$ cat src/rtl/frame_src_arbiter.sv
// frame_src_arbiter
//   Shares one video pipeline between two sources at frame granularity.
//   A source is granted round-robin. Its stream is forwarded from its next
//   vsync rising edge to its vsync falling edge, with one register stage.
//   Each frame is tagged with its source ID, and its geometry is checked
//   at end of frame.
//
// Ports
//   clk, rst                      clock, asynchronous active-high reset
//   src_en[1:0]                   per-source enable
//   s0_* / s1_*                   source vsync/hsync/valid/data
//   post_img_*                    forwarded stream (0 outside forwarded cycles)
//   post_src_id                   source of the frame being forwarded
//   frame_done                    1-cycle pulse, aligned with post_img_vsync falling
//   frame_err                     pulse with frame_done when pixel/line count is wrong

module frame_src_arbiter #(
  parameter int IMG_W  = 640,
  parameter int IMG_H  = 480,
  parameter int DATA_W = 8
) (
  input  logic              clk,
  input  logic              rst,
  input  logic [1:0]        src_en,
  input  logic              s0_vsync,
  input  logic              s0_hsync,
  input  logic              s0_valid,
  input  logic [DATA_W-1:0] s0_data,
  input  logic              s1_vsync,
  input  logic              s1_hsync,
  input  logic              s1_valid,
  input  logic [DATA_W-1:0] s1_data,
  output logic              post_img_vsync,
  output logic              post_img_hsync,
  output logic              post_img_valid,
  output logic [DATA_W-1:0] post_img_data,
  output logic              post_src_id,
  output logic              frame_done,
  output logic              frame_err
);

  localparam int unsigned PIX_W  = $clog2(IMG_W * IMG_H + 1);
  localparam int unsigned LINE_W = $clog2(IMG_H + 1);
  localparam logic [PIX_W-1:0]  PIX_TGT  = PIX_W'(IMG_W * IMG_H);
  localparam logic [LINE_W-1:0] LINE_TGT = LINE_W'(IMG_H);

  typedef enum logic [1:0] {IDLE, SELECT, WAIT_SOF, PASS} state_t;

  state_t state_q, state_d;
  logic   grant_q, grant_d;
  logic   last_grant_q, last_grant_d;
  logic   vs_prev_q, vs_prev_d;
  logic   vld_prev_q, vld_prev_d;
  logic [PIX_W-1:0]  pix_cnt_q, pix_cnt_d;
  logic [LINE_W-1:0] line_cnt_q, line_cnt_d;

  logic              out_vsync_q, out_vsync_d;
  logic              out_hsync_q, out_hsync_d;
  logic              out_valid_q, out_valid_d;
  logic [DATA_W-1:0] out_data_q, out_data_d;
  logic              src_id_q, src_id_d;
  logic              done_q, done_d;
  logic              err_q, err_d;

  logic              g_vsync, g_hsync, g_valid;
  logic [DATA_W-1:0] g_data;
  logic              sel;
  logic              fwd;
  logic              sof, eof, line_end;
  logic [PIX_W-1:0]  pix_inc;
  logic [LINE_W-1:0] line_inc;

  // Granted source view; the other source is never looked at.
  always_comb begin
    g_vsync = grant_q ? s1_vsync : s0_vsync;
    g_hsync = grant_q ? s1_hsync : s0_hsync;
    g_valid = grant_q ? s1_valid : s0_valid;
    g_data  = grant_q ? s1_data  : s0_data;
  end

  always_comb begin
    sof      = g_vsync & ~vs_prev_q;
    eof      = ~g_vsync & vs_prev_q;
    line_end = ~g_valid & vld_prev_q;

    pix_inc = pix_cnt_q;
    if (g_valid && pix_cnt_q != '1) pix_inc = pix_cnt_q + PIX_W'(1);
    line_inc = line_cnt_q;
    if (line_end && line_cnt_q != '1) line_inc = line_cnt_q + LINE_W'(1);

    state_d      = state_q;
    grant_d      = grant_q;
    last_grant_d = last_grant_q;
    pix_cnt_d    = pix_cnt_q;
    line_cnt_d   = line_cnt_q;
    src_id_d     = src_id_q;
    done_d       = 1'b0;
    err_d        = 1'b0;
    fwd          = 1'b0;
    sel          = grant_q;

    case (state_q)
      IDLE: begin
        if (src_en != 2'b00) state_d = SELECT;
      end
      SELECT: begin
        if (src_en == 2'b00) begin
          state_d = IDLE;
        end else begin
          grant_d = src_en[~last_grant_q] ? ~last_grant_q : last_grant_q;
          state_d = WAIT_SOF;
        end
        sel = grant_d;
      end
      WAIT_SOF: begin
        if (!src_en[grant_q]) begin
          state_d = SELECT;
        end else if (sof) begin
          fwd        = 1'b1;
          src_id_d   = grant_q;
          pix_cnt_d  = g_valid ? PIX_W'(1) : '0;
          line_cnt_d = '0;
          state_d    = PASS;
        end
      end
      PASS: begin
        fwd        = 1'b1;
        pix_cnt_d  = pix_inc;
        line_cnt_d = line_inc;
        if (eof) begin
          // line_inc already counts a last line whose valid drops together with vsync.
          done_d       = 1'b1;
          err_d        = (pix_inc != PIX_TGT) || (line_inc != LINE_TGT);
          last_grant_d = grant_q;
          pix_cnt_d    = '0;
          line_cnt_d   = '0;
          state_d      = SELECT;
        end
      end
      default: state_d = IDLE;
    endcase

    // Edge history follows the source that will be granted next cycle, so a
    // freshly granted source already in mid-frame is not mistaken for a rising edge.
    vs_prev_d  = sel ? s1_vsync : s0_vsync;
    vld_prev_d = sel ? s1_valid : s0_valid;

    out_vsync_d = fwd ? g_vsync : 1'b0;
    out_hsync_d = fwd ? g_hsync : 1'b0;
    out_valid_d = fwd ? g_valid : 1'b0;
    out_data_d  = fwd ? g_data  : '0;
  end

  always_ff @(posedge clk or posedge rst) begin
    if (rst) begin
      state_q      <= IDLE;
      grant_q      <= 1'b0;
      last_grant_q <= 1'b1;
      vs_prev_q    <= 1'b0;
      vld_prev_q   <= 1'b0;
      pix_cnt_q    <= '0;
      line_cnt_q   <= '0;
      out_vsync_q  <= 1'b0;
      out_hsync_q  <= 1'b0;
      out_valid_q  <= 1'b0;
      out_data_q   <= '0;
      src_id_q     <= 1'b0;
      done_q       <= 1'b0;
      err_q        <= 1'b0;
    end else begin
      state_q      <= state_d;
      grant_q      <= grant_d;
      last_grant_q <= last_grant_d;
      vs_prev_q    <= vs_prev_d;
      vld_prev_q   <= vld_prev_d;
      pix_cnt_q    <= pix_cnt_d;
      line_cnt_q   <= line_cnt_d;
      out_vsync_q  <= out_vsync_d;
      out_hsync_q  <= out_hsync_d;
      out_valid_q  <= out_valid_d;
      out_data_q   <= out_data_d;
      src_id_q     <= src_id_d;
      done_q       <= done_d;
      err_q        <= err_d;
    end
  end

  assign post_img_vsync = out_vsync_q;
  assign post_img_hsync = out_hsync_q;
  assign post_img_valid = out_valid_q;
  assign post_img_data  = out_data_q;
  assign post_src_id    = src_id_q;
  assign frame_done     = done_q;
  assign frame_err      = err_q;

endmodule

$ cat config.mk
export PLATFORM = sky130hd
export DESIGN_NAME = frame_src_arbiter
export DESIGN_NICKNAME = d
export VERILOG_FILES = /design/src/rtl/frame_src_arbiter.sv
export SDC_FILE = /design/constraint.sdc
export NUM_CORES = 1
export LEC_CHECK = 0
export ABC_AREA = 1
export ABC_CLOCK_PERIOD_IN_PS = 4600
export CORE_UTILIZATION = 50
export CTS_BUF_LIST = sky130_fd_sc_hd__clkbuf_8
export CTS_CLUSTER_SIZE = 24
export DETAILED_ROUTE_END_ITERATION = 6
export GPL_TIMING_DRIVEN = 0
export PLACE_DENSITY = 0.77
export SYNTH_ARGS = -nofsm -noshare
export SYNTH_HDL_FRONTEND = slang
export SYNTH_SLANG_ARGS = --single-unit
$ cat constraint.sdc
create_clock -name clk -period 4.6 [get_ports clk]
set_input_delay 0.69 -clock clk [delete_from_list [all_inputs] [get_ports clk]]
set_output_delay 0.69 -clock clk [all_outputs]
set_load 0.01 [all_outputs]
* Yosys cells after proc, flatten, opt, wreduce, memory -nomap -nowiden
Cells that the tools add are included.
Word-level totals: flip-flop bits (word level) 48, bits of input ports 26, output and inout bits 14, logic and storage cells 89
Cells by class: $add $sub $neg 2, $lt $le $gt $ge 2, eq/ne operators 12, muxes and demuxes 41, bitwise gates (word level) 7, reductions and logical operators 11
Operator list (count):
- two-way mux 19 bit | 4
- inequality test 19 bit (second input constant) | 2
- case mux 19 bit (2 select lines) | 1
- two-way mux 9 bit | 4
- two-way mux 1 bit | 22
- adder 19 x 1 -> 19 bit (second input constant) | 1
- inequality test 9 bit (second input constant) | 2
- case mux 9 bit (2 select lines) | 1
- two-way mux 8 bit | 2
- two-way mux 2 bit | 5
- adder 9 x 1 -> 9 bit (second input constant) | 1
- AND reduction 3 bit | 3
- inequality test 2 bit (second input constant) | 4
- case mux 2 bit (4 select lines) | 1
- == test 2 bit (second input constant) | 2
- zero test 2 bit | 2
- < comparator 1 x 2 -> 1 bit (second input constant) | 2
- inverter 1 bit | 4
- nonzero test 2 bit | 2
- AND 1 bit | 3
- inequality test 3 bit (second input constant) | 1
- == test 2 x 1 -> 1 bit (second input constant) | 1
- logical AND 1 bit | 2
- case mux 1 bit (2 select lines) | 1
- 2 further kinds | 2

* Longest topological paths before layout
Gate-level depths: netlist of the first run.
depth in word-level cells 9, gate-level depth with buffers 19

* Worst setup path after synthesis of the first run
OpenSTA, ideal clock, no wires.
path type flip-flop to flip-flop, start reg line_cnt_q[0], end reg err_q (netlist: frame_err), library setup time 116 ps, arrival time 2060 ps, setup slack 2424 ps, stages on the path, launching flop included 19, buffers on the path 0, cell sequence dfrtp_1 ha_1 nand2_1 nor3_1 nand2_1 nor2_1 ha_1 nor2_1 inv_1 nor2_4 nand3_1 nand2_1 nand2_1 nor2_1 nand2_1 nor2_1 nand3_1 nor2_1 nor2_1
Between the ends: cells in the longest elaborated chain, start to end 7
RTL lines:
- from (decl) | line 55 | logic [LINE_W-1:0] line_cnt_q, line_cnt_d;
- from (signal assigned) | line 177 | line_cnt_q <= line_cnt_d;
- branches (longest 2 deep; another with adder 9 x 1 -> 9 bit)
- two-way mux 9 bit * | line 89 | if (line_end && line_cnt_q != '1) line_inc = line_cnt_q + LINE_W'(1);
- inequality test 9 bit * | line 133 | err_d = (pix_inc != PIX_TGT) || (line_inc != LINE_TGT);
- logical OR 1 bit * | line 133
- two-way mux 1 bit * | line 130 | if (eof) begin
- two-way mux 1 bit * | line 102 | case (state_q)
- net err_d | line 63 | logic err_q, err_d;
- to (signal assigned) | line 184 | err_q <= err_d;
- to (decl) | line 63
Mark *: on every way through the listed nets, which the timed path passes. A chain may end at the register's enable or synchronous reset.

* Worst setup path in the final report of the first run
start reg line_cnt_q[1], end reg err_q (netlist: frame_err)
Same word-level chain as after synthesis.

==> impl_metrics.ini, run 1 <==
[global_route]
grt_max_degree = 30
grt_pass1_wl_um = 12500
grtUsageTotal_pct = 25.3
grt_pass1_vias = 2803
gr-total-overflow = 0
antenna_found_initial = 0

[setup_path]
crit_fanout = 7
cp_top_family = simple AND/OR/NAND/NOR gates
cpPeakStageDelay_ns = 0.44
crit_path_cell_trace = ha_1 -> nand2_1 -> nor3_1 -> nand2_1 -> nor2_1 -> ha_1 -> nor2_1 -> inv_1 -> nor2_4 -> nand3_1 -> nand2_1 -> nand2_1 -> nor2_1 -> nand2_1 -> nor2_1 -> nand3_1 -> nor2_1 -> nor2_1
crit_type = reg -> reg
critPathCaptureType = flop
timing.critical_path.buf_inv = 1
arrival_ns = 2.74
cp_slowest_cell = dfrtp_1
cp.required_ns = 4.79
cpMostUsedCell = nor2_1
cp-start-kind = flop

[layout]
antenna_cells = 0
syn2layout_area_growth_pct = 20.2
final_layout_size_suffix_gt1_share_pct = 10.0
finalNetCount = 502

[synth]
yosysTopAreaCell = dfrtp_1
yosys.area_share.simple_pct = 35.3
ys_seq_area_share_pct = 40.6
synth_top_family_by_area = simple AND/OR/NAND/NOR gates
synth_xor_area_share_pct = 0.888
yosysTopAreaCellShare_pct = 39.7
synth_adder_area_share_pct = 2.96
synth_area_leaders = dfrtp_1, nand2_1, nand3_1, inv_1, nor2_1
syn_nets = 455
ys_ff_latch = 48
synth_compound_area_share_pct = 10.1
synth.area.mux_share_pct = 0
ys.warnings.count = 0
synth_area_um2 = 2960
postSynthAreaPerCell_um2 = 7.01
synthCells = 422
synth_cell_type_count = 34

[timing]
setup-tns-final_ns = 0
hold_viol_final = 0
fin_crit_ns = 2.56
grt_setup_unrepaired = false
maxSlewHeadroom_pct = 68.4
fin_skew_ns = 0.0111
max_freq_mhz = 391
setup-violations-final = 0
fin_crit_sh_pct = 55.6
fin_hold_ws_ns = 0.518
drv_slew = 0
worst_slew_pin_slew_ns = 0.474

[job]
drv_cap = 0

[power]
power_density_nw_per_um2 = 346
p_leak_uw = 0.00167
p_seq_share_pct = 41.8
power_switching_uw = 451
sw_frac_of_total_pct = 36.6
intPower_uw = 781
ir_drop_mv = 0.252
combPwrFrac_pct = 35.4
clkPwrFrac_pct = 22.8

[floorplan]
dieHeight_um = 78.9
dieArea_um2 = 6230
row_count = 27
pin_count = 40
fp.dieW_um = 78.9
initial_core_util_pct = 52.8
fp.coreArea_um2 = 5610

[detailed_routing]
drt_iter0_drc = 206
vias = 2882
drc_errors = 0
firstDrtPassIters = 5
wl_met3_um = 461
dr.max_layer_used = met4
dr_wl_met2_um = 3670
wl_um = 7210
drtAntennaViolNets = 0
met1_length_um = 3030
wl_per_cell_um = 13.3
vias_per_cell = 5.33

[clocking]
cts_tree = built
clock_sinks = 48
cts_setup_buffers = 0
cts_root_buf = clkbuf_8
cts_resized = 0
htree_levels = 2
cts_buffers = 5
worstSkewPairLatency_ns = 0.31
clock_path_buffers = 2
cts_hold_buf = 0
clk_pin_slew_ns = 0.10

[run_status]
status = completed

[placed_design]
numPortBuffers = 39
gp_congestion = 0.839
dpl.hpwl_um = 5380

[min_path]
hold_class = reg -> reg
## kinds of logic after synthesis
logic type	count (synthesis)
DFF	48
and+or+nand+nor	241
AOI/OAI and AO/OA	51
xor gates and xnor gates	3
buffers and inverters	72
adders and majority gates	7
## routing by layer
layer	vias to the layer above	GRT usage (%)
li1	1435	-
met1	1355	30.7
met2	87	45.7
met3	5	5.98
met4	0	5.45
met5	-	0
## cell usage after synthesis
| master | instances |
|---|---|
| dfstp_2 | 1 |
| nand3b_1 | 1 |
| nand2_4 | 1 |
| buf_6 | 2 |
| inv_1 | 49 |
| nand2_2 | 4 |
| nand3_1 | 37 |
| nand3_4 | 1 |
| clkbuf_1 | 2 |
| o21ai_0 | 14 |
| nor3_1 | 2 |
| clkinv_1 | 1 |
| dfrtp_1 | 47 |
| nor2_2 | 2 |
| o21ai_1 | 2 |
| nor3_2 | 1 |
| a21oi_1 | 11 |
| or2_2 | 2 |
| buf_4 | 1 |
| ha_1 | 7 |
| o211ai_1 | 1 |
| o21ai_2 | 1 |
| o22ai_1 | 18 |
| inv_2 | 10 |
| o221ai_1 | 1 |
| nor2_1 | 40 |
| a32oi_1 | 1 |
| nand3_2 | 3 |
| nor2_4 | 2 |
| nand2_1 | 142 |
| xor2_1 | 3 |
| buf_2 | 7 |
| a22o_1 | 2 |
| nand4_1 | 3 |
## final timing paths
kind	from	endpoint	slack [ns]	cells past startpoint
setup / recovery	line_cnt_q[1]	frame_err	2.04	18
hold / removal	last_grant_q	last_grant_q	0.52	2
setup reg to reg	line_cnt_q[1]	frame_err	2.04	18
hold reg to reg	last_grant_q	last_grant_q	0.52	2
max in group asynchronous	rst	last_grant_q	3.31	3
min in group asynchronous	rst	pix_cnt_q[3]	0.71	2
## cell type report
cell class	count	area, um^2
inverters	60	225
plain buffers	12	72.6
well taps	72	90.1
repair buffers	40	410
multi-input cells	302	1460
fillers	525	2050
flip-flops and latches	48	1200
clock buffers	7	96.3
## flip-flops by register name, summed over array words and instances (netlist names), 2 cells and up
signal,flops
line_cnt_q,9
pix_cnt_q,19
state_q,2
post_img_data,8
## through the flow
stage | setup WS [ns] | instance area [um^2] | util [%] | total power (uW) | cells
floorplan | 2.42 | 2960 | - | 802 | 422
global placement | 1.75 | 3440 | 61.3 | 943 | 533
detailed placement | 1.97 | 3460 | 61.7 | 958 | 534
CTS | 2.05 | 3560 | 63.4 | 1240 | 541
global route | 1.75 | 3560 | 63.4 | 1310 | 541
finish | 2.04 | 3560 | 63.4 | 1230 | 541
## cells in the final DEF, fill, tap and decap left out, drive strengths merged
cell type	synthesis	layout
buf	10	11
o21ai	17	17
o211ai	1	1
a22o	2	2
dfrtp	47	47
nor2	44	44
clkdlybuf4s50	0	39
dfstp	1	1
a32oi	1	1
a21oi	11	11
clkbuf	2	9
nand3	41	41
nand4	3	3
ha	7	7
clkinv	1	1
nor3	3	3
o221ai	1	1
inv	59	59
nand3b	1	1
nand2	147	147
xor2	3	3
o22ai	18	18
or2	2	2
## power groups by stage
stage          registers, uW  clock network, uW  logic [uW]
3_5_place_dp             522                  0         436
3_3_place_gp             520                  0         423
6_report                 515                280         436
2_1_floorplan            527                  0         275
4_1_cts                  515                283         438
5_1_grt                  522                301         490
## worst reg2reg max path: stages (launching register included)
cell,delay [ns]
dfrtp_1,0.44
ha_1,0.21
nand2_1,0.12
nor3_1,0.09
nand2_1,0.06
nor2_1,0.04
ha_1,0.18
nor2_1,0.21
inv_1,0.11
nor2_4,0.20
nand3_1,0.10
nand2_1,0.12
nand2_1,0.06
nor2_1,0.10
nand2_1,0.06
nor2_1,0.09
nand3_1,0.07
nor2_1,0.11
nor2_1,0.07
Note: power is estimated with default switching activity, not from simulation.
==> run 2: changes to the inputs <==
--- a/config.mk
+++ b/config.mk
@@ -6,7 +6,7 @@
 export NUM_CORES = 1
 export LEC_CHECK = 0
 export ABC_AREA = 1
-export ABC_CLOCK_PERIOD_IN_PS = 4600
+export ABC_CLOCK_PERIOD_IN_PS = 2600
 export CORE_UTILIZATION = 50
 export CTS_BUF_LIST = sky130_fd_sc_hd__clkbuf_8
 export CTS_CLUSTER_SIZE = 24
==> constraint.sdc (replaced) <==
create_clock -name clk -period 2.6 [get_ports clk]
set_input_delay 0.39 -clock clk [delete_from_list [all_inputs] [get_ports clk]]
set_output_delay 0.39 -clock clk [all_outputs]
set_load 0.01 [all_outputs]
==> run 2 against run 1 <==
Against the previous run:
- clock power increased by 76%
- die area unchanged
- critical path depth grew 1
- first-iteration DRC count is 14% higher
- via count barely moved
- combinational power increased by 78%
- global-route usage unchanged
- hold slack got worse by 0.11 ns
- highest routed layer unchanged
==> impl_metrics.ini, run 2 (synthesis results as in run 1) <==
[floorplan]
dieHeight_um = 78.9
fp.coreArea_um2 = 5610
row_count = 27
fp.dieW_um = 78.9
dieArea_um2 = 6230
pin_count = 40
initial_core_util_pct = 52.8

[global_route]
antenna_found_initial = 0
grt_pass1_vias = 2803
grt_max_degree = 30
grt_pass1_wl_um = 12500
globalRoute.busiestLayer = met2
use_met2_pct = 45.7
met3_usage_pct = 5.98
grtUsageTotal_pct = 25.3
gr-usage-met1_pct = 30.7
gr-total-overflow = 0

[placed_design]
place_area_um2 = 3460
dpl.hpwl_um = 5380
place_ws_ns = 0.0968
gp_congestion = 0.839
numPortBuffers = 39

[setup_path]
cp.required_ns = 2.79
crit_fanout = 7
critPathCaptureType = flop
r2r_slack_ns = 0.21
cp-start-kind = flop
arrival_ns = 2.58
r2r_cells = 19
cpPeakStageDelay_ns = 0.41
cp_slowest_cell = dfrtp_1
crit_type = reg -> reg
r2r_start = line_cnt_q[0]
regToRegEndpoint = frame_err
crit_path_cell_trace = ha_2 -> nand2_2 -> nor3_4 -> nand2_1 -> nor2_2 -> ha_2 -> nor2_4 -> inv_2 -> nor2_4 -> nand2_1 -> nand2_1 -> nor2_1 -> nand2_1 -> nor2_1 -> nand2_1 -> nor2_1 -> nand3_1 -> nor2_1 -> nor2_1

[clocking]
worstSkewPairLatency_ns = 0.30
clk_pin_slew_ns = 0.10
cts_hold_buf = 0
clock_path_buffers = 2
cts_buffers = 5
clock_sinks = 48
cts_tree = built
htree_levels = 2
cts_root_buf = clkbuf_8

[layout]
final_common_cell = nand2_1
finalNetCount = 504
syn2layout_area_growth_pct = 21.7
fin_area_um2 = 3600
fill_cells = 522
final_layout_size_suffix_gt1_share_pct = 12.1
seq_area_um2 = 1200
largest_reg_flops = 19
regMostFlops = pix_cnt_q
antenna_cells = 0
final_cell_mix = nand2_1, inv_1, dfrtp_1, clkdlybuf4s50_1, nor2_1
multiInputGateArea_um2 = 1490

[timing]
max_freq_mhz = 418
fin_ws_ns = 0.206
fin_crit_ns = 2.39
fin_skew_ns = 0.0121
hold_viol_final = 0
setup-tns-final_ns = 0
fin_crit_sh_pct = 92.1
worst_slew_pin_slew_ns = 0.468
maxSlewHeadroom_pct = 68.8
setup-violations-final = 0
fin_hold_ws_ns = 0.406
drv_slew = 0

[detailed_routing]
vias = 2883
drt_iter0_drc = 234
firstDrtPassIters = 5
wl_per_cell_um = 13.4
drtAntennaViolNets = 0
wl_um = 7260
drc_errors = 0
vias_per_cell = 5.31

[power]
ir_drop_mv = 0.439
p_leak_uw = 0.00169
power_uw = 2180
power_density_nw_per_um2 = 606

[min_path]
hold_class = in -> async

[run_status]
status = completed

[job]
drv_cap = 0
## run 2: changes by cell type in the layout (fill, tap and decap cells not counted), moves of 2 or more
cell | previous run | this run
nor2_1 | 40 | 38
nand2_2 | 4 | 6
nand2_1 | 142 | 140
ha_1 | 7 | 5
buf_4 | 1 | 3
ha_2 | 0 | 2
## run 2: layout make-up
type,instances,area share (%)
repair buffers,42,11.8
well taps,72,2.50
clock buffers,7,2.67
flip-flops and latches,48,33.4
multi-input cells,302,41.4
inverters,60,6.25
plain buffers,12,2.01
## run 2: stage by stage
step | std cells | utilization (%)
6_report | 543 | 64.2
2_1_floorplan | 422 | -
5_1_grt | 543 | 64.2
4_1_cts | 541 | 63.4
3_3_place_gp | 533 | 61.3
3_5_place_dp | 534 | 61.7
## run 2: repair_timing
| action | in CTS | in global routing |
|---|---|---|
| endpoints found under the setup margin | 0 | 1 |
| setup buffers | 0 | 2 |
| resized for setup | 0 | 10 |
## run 2: how the worst max path moves through the flow
stage          cells after the start          start  slack [ns]             to
2_1_floorplan                     18  line_cnt_q[0]        0.42      frame_err
3_3_place_gp                       2            rst        0.05  line_cnt_q[5]
3_5_place_dp                      15  line_cnt_q[0]         0.1      frame_err
4_1_cts                           18  line_cnt_q[1]        0.05      frame_err
5_1_grt                           19  line_cnt_q[0]      -0.003      frame_err
6_report                          19  line_cnt_q[0]        0.21      frame_err
## run 2: critical path, delay by kind of cell (launching register included)
kind	cells	cell delay, ns
buffers and inverters	1	0.06
flip-flops	1	0.41
AND/OR/NAND/NOR	16	1.37
adder cells (fa/ha/maj)	2	0.42
## run 2: where the power goes
part | internal [uW] | total (uW) | switching [uW] | leakage (uW)
Sequential | 847 | 911 | 63.9 | 0.000652
Combinational | 300 | 778 | 478 | 0.000991
Clock | 238 | 493 | 256 | 0.0000503
## run 2: per-layer routing
layer	up-vias	part of all wire [%]
met5	-	0
met4	0	0.90
met3	7	6.7
met2	93	51
met1	1351	42
li1	1432	-
==> run 3: changes to the inputs <==
--- a/config.mk
+++ b/config.mk
@@ -7,12 +7,14 @@
 export LEC_CHECK = 0
 export ABC_AREA = 1
 export ABC_CLOCK_PERIOD_IN_PS = 2600
-export CORE_UTILIZATION = 50
+export CELL_PAD_IN_SITES_DETAIL_PLACEMENT = 0
+export CELL_PAD_IN_SITES_GLOBAL_PLACEMENT = 1
+export CORE_UTILIZATION = 41
 export CTS_BUF_LIST = sky130_fd_sc_hd__clkbuf_8
 export CTS_CLUSTER_SIZE = 24
 export DETAILED_ROUTE_END_ITERATION = 6
 export GPL_TIMING_DRIVEN = 0
-export PLACE_DENSITY = 0.77
+export PLACE_DENSITY_LB_ADDON = 0.1
 export SYNTH_ARGS = -nofsm -noshare
 export SYNTH_HDL_FRONTEND = slang
 export SYNTH_SLANG_ARGS = --single-unit
==> run 3 against run 2 <==
Against the previous run:
- final cell count is 4.8% higher
- global-route usage is 3.2 points lower
- die area up 21%
- critical path depth is 1 lower
- setup slack improved by 0.094 ns
- hold slack got worse by 0.093 ns
- maximum frequency grew 4.1%
- critical endpoint unchanged
- highest routed layer unchanged
==> impl_metrics.ini, run 3 (synthesis results as in run 1) <==
[run_status]
status = completed

[clocking]
worstSkewPairLatency_ns = 0.32
cts_buffers = 5
htree_levels = 2
clk_pin_slew_ns = 0.11
cts_root_buf = clkbuf_8
clock_sinks = 48
clock_path_buffers = 2
cts_tree = built

[layout]
final_layout_size_suffix_gt1_share_pct = 11.4
syn2layout_area_growth_pct = 22.2
antenna_cells = 0
regMostFlops = pix_cnt_q
final_cell_mix = nand2_1, inv_1, dfrtp_1, clkdlybuf4s50_1, nor2_1
fin_area_um2 = 3610
finalNetCount = 505
final_common_cell = nand2_1
largest_reg_flops = 19

[power]
ir_drop_mv = 0.256
p_leak_uw = 0.00170
power_uw = 2150
power_density_nw_per_um2 = 596

[timing]
setup-violations-final = 0
max_freq_mhz = 435
hold_viol_final = 0
maxSlewHeadroom_pct = 68.7
grt_setup_unrepaired = false
fin_skew_ns = 0.0187
setup-tns-final_ns = 0
fin_crit_ns = 2.30
worst_slew_pin_slew_ns = 0.470
fin_hold_ws_ns = 0.313
fin_crit_sh_pct = 88.5
drv_slew = 0

[setup_path]
crit_type = reg -> reg
arrival_ns = 2.52
critPathCaptureType = flop
crit_fanout = 7
cp-start-kind = flop
cp.required_ns = 2.82

[placed_design]
place_area_um2 = 3490
dpl.hpwl_um = 5640
numPortBuffers = 39
gp_congestion = 0.837

[detailed_routing]
wl_um = 7590
drt_iter0_drc = 136
drc_errors = 0
vias_per_cell = 4.90
vias = 2788
wl_per_cell_um = 13.3
firstDrtPassIters = 4
drtAntennaViolNets = 0

[global_route]
gr-total-overflow = 0
grt_max_degree = 40
grt_pass1_vias = 2709
grtUsageTotal_pct = 22.1
grt_pass1_wl_um = 12800
antenna_found_initial = 0

[floorplan]
pin_count = 40
initial_core_util_pct = 43.1
fp.coreArea_um2 = 6870
dieHeight_um = 87.0
row_count = 30
dieArea_um2 = 7560
fp.dieW_um = 87.0

[job]
drv_cap = 0

[min_path]
hold_class = in -> async
[run 3: worst paths after layout]
path	from	to	slack [ns]	cells past startpoint
min in group clk	last_grant_q	last_grant_q	0.50	2
max in group asynchronous	rst	last_grant_q	1.72	3
max	line_cnt_q[0]	frame_err	0.30	18
min reg2reg	last_grant_q	last_grant_q	0.50	2
max reg2reg	line_cnt_q[0]	frame_err	0.30	18
min	rst	pix_cnt_q[11]	0.31	2
[run 3: per-layer routing]
metal	GRT usage (%)	vias to the layer above	wire [um]	share of wire, %
li1	-	1441	-	-
met3	3.89	11	287	3.8
met5	0	-	0	0
met2	37.4	53	3590	47
met4	6.06	0	116	1.5
met1	29.1	1283	3590	47
[run 3: area by class of cell]
type	instances	area [um^2]
inverters	60	225
well taps	96	120
clock inverters	3	12.5
clock buffers	5	68.8
fillers	714	3250
plain buffers	12	72.6
repair buffers	43	433
flip-flops and latches	48	1200
multi-input cells	302	1480
[run 3: what timing repair did]
item                       4_1_cts  5_1_grt
setup endpoints to repair        0        1
hold buffers                     0        0
gates resized for setup          0        6
setup buffers                    0        3
[run 3: report_power, final]
group | total, uW | internal, uW | switching (uW)
combinational | 785 | 303 | 482
sequential | 910 | 847 | 62.9
clock | 460 | 182 | 277
total | 2150 | 1330 | 823
[run 3: worst max-delay path, cell delays in order, from the launching register on]
cell,delay (ns)
dfrtp_1,0.40
ha_2,0.20
nand2_2,0.11
nor3_4,0.06
nand2_1,0.06
nor2_1,0.04
ha_1,0.18
nor2_2,0.15
inv_1,0.09
nor2_4,0.17
nand3_1,0.09
nand2_1,0.10
nand2_1,0.07
nor2_2,0.13
nand2_1,0.06
nor2_1,0.08
nand3_1,0.10
nor2_1,0.10
nor2_1,0.04
[run 3: metrics by stage]
| step | std cells | utilization (%) | setup WS [ns] |
|---|---|---|---|
| floorplan | 422 | - | 0.424 |
| global placement | 557 | 50.5 | -0.0509 |
| detailed placement | 558 | 50.8 | 0.0422 |
| CTS | 566 | 52.0 | 0.0263 |
| global route | 569 | 52.6 | 0.0596 |
| finish | 569 | 52.6 | 0.300 |
